File: config.mk
export PLATFORM = sky130hd
export DESIGN_NAME = cla_pipe_adder
export DESIGN_NICKNAME = d
export VERILOG_FILES = /design/src/rtl/cla_pipe_adder.sv
export SDC_FILE = /design/constraint.sdc
export NUM_CORES = 1
export LEC_CHECK = 0
export CAP_MARGIN = 10
export CORE_MARGIN = 1.5
export CORE_UTILIZATION = 44
export CTS_CLUSTER_DIAMETER = 40
export DETAILED_ROUTE_END_ITERATION = 12
export HOLD_SLACK_MARGIN = 0.08
export PLACE_DENSITY = 0.76
export SKIP_LAST_GASP = 1
export SLEW_MARGIN = 10
export SYNTH_ARGS = -nofsm -noshare
export SYNTH_HDL_FRONTEND = slang
export SYNTH_SLANG_ARGS = --single-unit
File: constraint.sdc
create_clock -name clk -period 2.85 [get_ports clk]
set_input_delay 0.7125 -clock clk [delete_from_list [all_inputs] [get_ports clk]]
set_output_delay 0.7125 -clock clk [all_outputs]
set_load 0.1 [all_outputs]
File: src/rtl/cla_pipe_adder.sv
// Pipelined carry look-ahead adder/subtractor built from 4-bit CLA groups.
// Optional macro CLA_SATURATE_EN clamps the sum on signed overflow.
module cla_pipe_adder #(
  parameter int WIDTH  = 16,
  parameter int STAGES = 2
) (
  input  logic             clk,
  input  logic             rst,
  input  logic             in_valid,
  output logic             in_ready,
  input  logic [WIDTH-1:0] a,
  input  logic [WIDTH-1:0] b,
  input  logic             cin,
  input  logic             sub,
  output logic             out_valid,
  input  logic             out_ready,
  output logic [WIDTH-1:0] sum,
  output logic             cout,
  output logic             ovf,
  output logic             zero,
  output logic             neg
);

  localparam int SW = WIDTH / STAGES;
  localparam int NG = SW / 4;

  logic             w_en;
  logic             w_v  [STAGES];
  logic [WIDTH-1:0] w_a  [STAGES];
  logic [WIDTH-1:0] w_b  [STAGES];
  logic [WIDTH-1:0] w_si [STAGES];
  logic [WIDTH-1:0] w_so [STAGES];
  logic             w_ci [STAGES];
  logic             w_co [STAGES];
  logic             w_cm [STAGES];
  logic [WIDTH-1:0] w_fin;
  logic             w_ovf;

  logic             r_v [STAGES];
  logic [WIDTH-1:0] r_a [STAGES];
  logic [WIDTH-1:0] r_b [STAGES];
  logic [WIDTH-1:0] r_s [STAGES];
  logic             r_c [STAGES];
  logic [WIDTH-1:0] r_sum;
  logic             r_cout;
  logic             r_ovf;
  logic             r_zero;
  logic             r_neg;

  // Returns {carry into bit 3, group carry-out, sum[3:0]}.
  function automatic logic [5:0] cla4(
    input logic [3:0] x,
    input logic [3:0] y,
    input logic       ci
  );
    logic [3:0] g;
    logic [3:0] p;
    logic [4:0] c;
    logic       gg;
    logic       gp;
    g    = x & y;
    p    = x ^ y;
    c[0] = ci;
    c[1] = g[0] | (p[0] & ci);
    c[2] = g[1] | (p[1] & g[0])
         | (p[1] & p[0] & ci);
    c[3] = g[2] | (p[2] & g[1])
         | (p[2] & p[1] & g[0])
         | (p[2] & p[1] & p[0] & ci);
    gg   = g[3] | (p[3] & g[2])
         | (p[3] & p[2] & g[1])
         | (p[3] & p[2] & p[1] & g[0]);
    gp   = &p;
    c[4] = gg | (gp & ci);
    return {c[3], c[4], p ^ c[3:0]};
  endfunction

  assign w_en     = !r_v[STAGES-1] || out_ready;
  assign in_ready = w_en;

  always_comb begin : p_stage_in
    w_v[0]  = in_valid;
    w_a[0]  = a;
    w_b[0]  = sub ? ~b : b;
    w_ci[0] = sub | cin;
    w_si[0] = '0;
    for (int k = 1; k < STAGES; k++) begin
      w_v[k]  = r_v[k-1];
      w_a[k]  = r_a[k-1];
      w_b[k]  = r_b[k-1];
      w_ci[k] = r_c[k-1];
      w_si[k] = r_s[k-1];
    end
  end

  always_comb begin : p_slice
    logic [5:0] w_g;
    logic       w_c;
    w_g = '0;
    w_c = 1'b0;
    for (int k = 0; k < STAGES; k++) begin
      w_so[k] = w_si[k];
      w_cm[k] = 1'b0;
      w_c     = w_ci[k];
      for (int g = 0; g < NG; g++) begin
        w_g = cla4(w_a[k][k*SW+g*4 +: 4],
                   w_b[k][k*SW+g*4 +: 4],
                   w_c);
        w_so[k][k*SW+g*4 +: 4] = w_g[3:0];
        w_c     = w_g[4];
        w_cm[k] = w_g[5];
      end
      w_co[k] = w_c;
    end
  end

  assign w_ovf = w_cm[STAGES-1] ^ w_co[STAGES-1];

`ifdef CLA_SATURATE_EN
  // Carry-out distinguishes negative (1) from positive (0) overflow.
  assign w_fin = w_ovf
    ? {w_co[STAGES-1], {(WIDTH-1){w_cm[STAGES-1]}}}
    : w_so[STAGES-1];
`else
  assign w_fin = w_so[STAGES-1];
`endif

  always_ff @(posedge clk) begin
    if (rst) begin
      for (int k = 0; k < STAGES; k++) begin
        r_v[k] <= 1'b0;
      end
      r_sum  <= '0;
      r_cout <= 1'b0;
      r_ovf  <= 1'b0;
      r_zero <= 1'b0;
      r_neg  <= 1'b0;
    end else if (w_en) begin
      for (int k = 0; k < STAGES; k++) begin
        r_v[k] <= w_v[k];
      end
      for (int k = 0; k < STAGES - 1; k++) begin
        r_a[k] <= w_a[k];
        r_b[k] <= w_b[k];
        r_s[k] <= w_so[k];
        r_c[k] <= w_co[k];
      end
      if (w_v[STAGES-1]) begin
        r_sum  <= w_fin;
        r_cout <= w_co[STAGES-1];
        r_ovf  <= w_ovf;
        r_zero <= (w_fin == '0);
        r_neg  <= w_fin[WIDTH-1];
      end
    end
  end

  assign out_valid = r_v[STAGES-1];
  assign sum       = r_sum;
  assign cout      = r_cout;
  assign ovf       = r_ovf;
  assign zero      = r_zero;
  assign neg       = r_neg;

endmodule

After elaboration in Yosys (flattened, before gate mapping) --
Memories as Yosys holds them, arrays and structs flattened. Index checks and enable logic that the tools add are counted.
Storage, ports and cells: register bits 20, bits in writable memories 84, bits of input ports 38, logic and storage cells 143, memories kept 5
Memory list:
- r_a | depth 2, width 16, rd ports 1, clocked after Yosys merged registers in 0, write ports 1, RTL line 40 | logic [WIDTH-1:0] r_a [STAGES];
- r_b | depth 2, width 16, rd ports 1, clocked after Yosys merged registers in 0, write ports 1, RTL line 41 | logic [WIDTH-1:0] r_b [STAGES];
- r_s | depth 2, width 8, rd ports 1, clocked after Yosys merged registers in 0, write ports 1, RTL line 42 | logic [WIDTH-1:0] r_s [STAGES];
- r_c | depth 2, width 1, rd ports 1, clocked after Yosys merged registers in 0, write ports 1, RTL line 43 | logic r_c [STAGES];
- r_v | depth 2, width 1, rd ports 2, clocked after Yosys merged registers in 0, write ports 2, RTL line 39 | logic r_v [STAGES];
Operators by class: multiplexer cells 8, bitwise logic cells 117, reduce and logical (&&, ||, !) cells 8
Operator list (count):
- AND 1 bit | 60
- OR 1 bit | 43
- bitwise XOR 4 bit | 8
- AND 4 bit | 4
- zero test 16 bit | 1
- two-way mux 16 bit | 1
- inverter 16 bit | 1
- AND reduction 4 bit | 4
- two-way mux 1 bit | 7
- AND reduction 2 bit | 1
- zero test 1 bit | 1
- logical OR 1 bit | 1
- bitwise XOR 1 bit | 1

Depth between registers and ports, before layout --
word-level depth 11, gate-level depth with buffers 9

Worst setup path before layout --
OpenSTA, ideal clock, no wires.
kind register -> register, from memory r_v[1][0], in the netlist r_v[0][1], to register r_zero, in the netlist zero, setup time 0.069 ns, data arrival time 3.723 ns, data required time 2.781 ns, setup slack -0.942 ns, cell stages (with the launch flop) 6, path buffers 0, clock period less this slack 3.792 ns, cells stage by stage edfxtp_1 > nand2b_1 > nor2b_1 > nand4_1 > or4_1 > o21ai_1
RTL lines:
- from (decl) | RTL line 39
- to (signal assigned) | RTL line 152 | r_zero <= (w_fin == '0);
- to (decl) | RTL line 47 | logic r_zero;

Worst setup path after layout --
from memory r_b[0][8], to register r_zero, in the netlist zero
On the way: word-level cells in the longest chain between the ends 9
RTL lines:
- from (decl) | RTL line 41
- memory (2 x 16 bit) (*)
- bitwise XOR 4 bit / AND 4 bit (equally long branches) | RTL line 62, 61
- AND reduction 4 bit / AND 1 bit (equally long branches) | RTL line 73, 72
- AND 1 bit / OR 1 bit (equally long branches) | RTL line 74, 72
- OR 1 bit | RTL line 74 | c[4] = gg | (gp & ci);
- AND 1 bit (on tied branches) | RTL line 64, 66, 69
- OR 1 bit (on tied branches) | RTL line 64, 66, 69
- bitwise XOR 4 bit | RTL line 75 | return {c[3], c[4], p ^ c[3:0]};
- zero test 16 bit (*) | RTL line 152
Every way passes the cells marked *; elsewhere a longest branch is shown, timed or not. A chain may end at the register's enable or synchronous reset.

==> impl_metrics.toml <==
[power]
p_int_uw = 1205
clockPowerShare_pct = 19.8
peakVddDrop_v = 0.0003527
p_leak_uw = 0.001351
p_per_area_mw_per_mm2 = 559.5
seq_power_share_pct = 44.9
netSwitchingFraction_pct = 34.04
combPwrFrac_pct = 35.3
switching_power_uw = 621.8

[global_route]
grt_max_degree = 23
grt_pass1_wl_um = 7272
antenna_found_initial = 0
grt_usage_pct = 15.46
grt_pass1_vias = 1687
overflow = 0

[critical_path]
r2r_slack_ns = 0.17
worstSetupStartpointType = "register"
cp_cell_sequence = "ha_4 -> a211oi_4 -> o21bai_2 -> a21o_1 -> fa_1 -> xnor2_2 -> nand3_1 -> or4_1 -> o21ai_1"
reg2reg_to = "zero"
cpLargestDelayFamily = "adder cells"
required_ns = 3.08
worstSetupPathDepth = 9
crit_fanout = 2
reg2regPathDepth = 9
r2r_start = "r_b[0][8]"
path_class = "register to register"
worstPathArrival_ns = 2.91
cp.buffers_inverters = 0
worst_path_largest_cell_delay_ns = 0.48
endpoint = "zero"
cp_slowest_cell = "or4_1"
critPathCaptureType = "register"
crit_start = "r_b[0][8]"

[synth]
yosys_warnings = 0
netlist_area_sq_mm = 0.002390
synth_compound_area_share_pct = 12.77
synthAdderAreaFrac_pct = 11.73
synth_cell_type_count = 36
ys_seq_area_share_pct = 49.84
synth_seq_cells = 46
syn_inst = 216
synth_simple_gate_area_share_pct = 12.46
synth_top_family_by_area = "compound AO/OA/AOI/OAI gates"
synth_nets = 274
syn_area_per_cell_sq_um = 11.06
muxShareOfSynthArea_pct = 0.8377
synth_xor_area_share_pct = 9.895

[cells_and_area]
syn_to_final_growth_pct = 36.60
fillCellCount = 434
antenna_cells = 0
fin_nets = 353
drive_gt1_share_pct = 19.93
post-route-util_pct = 63.11

[drt]
vias_per_cell = 4.814
drt_iter0_markers = 70
wirelength_um = 4302
final_antenna_net_count = 0
wl_per_cell_um = 11.75
first_pass_iters = 4
vias = 1762
drc = 0

[cts]
numCtsBuffers = 5
ctsHoldBuffers = 0
cts_tree = "yes"
cts-root-buf = "clkbuf_8"
clockBufferDepth = 2
clkSinkCount = 46
clk_latency_ns = 0.29
clkSlewWorstSetupHoldPaths_ns = 0.08
cts-htree-levels = 2
post_cts_buffers = 0

[die]
start_util_pct = 46.20
num_rows = 26
die_y_um = 76.70
ioPinCount = 60
fp.dieW_um = 76.70
core_area_sq_mm = 0.005172
dieArea_sq_mm = 0.005882

[timing]
rsz0062_at_grt = "false"
slew_headroom_pct = 75.70
post-route-period-util_pct = 93.94
drv_slew = 0
tns_ns = 0
min_period_ns = 2.677
tightest_slew_ns = 0.3612
finClkSkew_ns = 0.007074
hold_viol_final = 0
layout_setup_ws_ns = 0.1726
fmax_mhz = 373.5
setup_viol_count_final = 0

[placement]
port_buffers = 59
dp_slack_ns = -0.1064
gp_congestion = 0.7723
dp_hpwl_um = 3532

[outcome]
status = "complete, no violations"

[flow_run]
drv_cap = 0

[worst_hold_path]
min_path_type = "register to register"
-- final cells by class --
class | count | area (sq um) | share of cell area (%)
tap | 70 | 87.58 | 2.683
timing repair buffer | 80 | 705.7 | 21.62
clock buffer | 6 | 72.57 | 2.223
clock inverter | 2 | 8.758 | 0.2683
sequential | 46 | 1191 | 36.49
multi-input combinational | 156 | 1176 | 36.03
inverter | 6 | 22.52 | 0.6899
-- kinds of logic (layout without fill, tap and decap cells) --
family,Yosys count,count (layout)
and+or+nand+nor,65,65
adders and majority gates,20,20
buffers and inverters,14,94
muxes,2,2
xor gates and xnor gates,27,27
DFF,46,46
AOI/OAI and AO/OA,42,42
-- power groups by stage --
stage | Combinational, uW | Sequential [uW] | Clock [uW]
2_1_floorplan | 280 | 995 | 0
3_3_place_gp | 627 | 833 | 0
3_5_place_dp | 638 | 834 | 0
4_1_cts | 640 | 819 | 372
5_1_grt | 696 | 827 | 401
6_report | 644 | 821 | 362
-- synthesized netlist by cell type, drive strengths merged --
cell / instances / area (sq um)
edfxtp: 27 / 810.8
dfxtp: 19 / 380.4
a21oi: 18 / 90.09
nand3b: 1 / 7.510
nor2: 15 / 56.30
and2: 4 / 25.02
nand4: 3 / 18.77
a21o: 4 / 30.03
a2111oi: 2 / 30.03
nor2b: 1 / 6.260
or2: 1 / 6.260
o21ai: 5 / 25.02
xnor2: 6 / 52.55
o21a: 2 / 15.01
fa: 4 / 80.08
a211oi: 5 / 50.05
or4: 1 / 7.510
o211ai: 2 / 15.01
a211o: 1 / 8.760
nand2: 30 / 112.6
inv: 6 / 22.52
nor3b: 2 / 15.01
nand3: 1 / 5.000
a311oi: 1 / 8.760
ha: 16 / 200.2
nand2b: 3 / 18.77
o21bai: 1 / 11.26
xor2: 21 / 183.9
clkbuf: 5 / 18.77
nor4: 3 / 18.77
a31oi: 1 / 21.27
mux2i: 2 / 20.02
buf: 3 / 17.52
-- how the worst min path moves through the flow --
stage	to	startpoint	cells after the start
2_1_floorplan	sum[7]	r_s[0][7]	2
3_3_place_gp	sum[3]	sum[3]	2
3_5_place_dp	sum[6]	sum[6]	2
4_1_cts	sum[6]	sum[6]	2
5_1_grt	sum[0]	sum[0]	2
6_report	sum[6]	sum[6]	2
-- metal layers --
| metal | share of wire, % | GRT usage [%] | wire length, um | up-vias |
|---|---|---|---|---|
| met2 | 48 | 26.90 | 2055 | 54 |
| met5 | 0 | 0 | 0 | - |
| met3 | 5.4 | 4.167 | 231 | 4 |
| li1 | - | - | - | 918 |
| met1 | 46 | 18.52 | 1965 | 786 |
| met4 | 1.2 | 4.815 | 50 | 0 |
-- placed cells by master (no fill, tap or decap), types with 2 or more instances in the layout --
| master | count |
|---|---|
| buf_4 | 42 |
| clkdlybuf4s50_1 | 37 |
| nand2_1 | 30 |
| edfxtp_1 | 27 |
| xor2_1 | 21 |
| dfxtp_1 | 19 |
| a21oi_1 | 18 |
| nor2_1 | 15 |
| ha_1 | 15 |
| inv_1 | 6 |
| xnor2_1 | 5 |
| clkbuf_8 | 5 |
| o21ai_1 | 4 |
| a21o_1 | 4 |
| and2_1 | 4 |
| a211oi_1 | 4 |
| fa_1 | 4 |
| nand4_1 | 3 |
| o21a_1 | 2 |
| o211ai_1 | 2 |
| mux2i_1 | 2 |
| nand2b_1 | 2 |
| a2111oi_2 | 2 |
| nor3b_1 | 2 |
| nor4_1 | 2 |
-- what timing repair did --
item / CTS / global route
gates resized for setup: 0 / 3
pin swaps: 1 / 0
setup endpoints to repair: 1 / 1
-- through the flow --
stage	cells	power, uW	cell area, sq um	hold slack (ns)
floorplan	216	1275	2400	0.4977
global placement	358	1459	3157	0.4475
detailed placement	358	1472	3157	0.4517
CTS	366	1831	3238	0.4619
global route	366	1925	3264	0.4812
finish	366	1827	3264	0.4574
-- registers in the layout, summed over array words and instances, names as in the netlist --
name  count
r_c       1
r_s       8
r_v       2
sum      16
r_a       8
r_b       8
zero      1
ovf       1
cout      1
-- tightest hold or removal path: cells and delay by family (launching register included) --
kind	cells	cell delay [ns]
DFF	1	0.31
AOI/OAI and AO/OA	1	0.05
and+or+nand+nor	1	0.05
No activity file was read; power rests on OpenSTA's default activity.
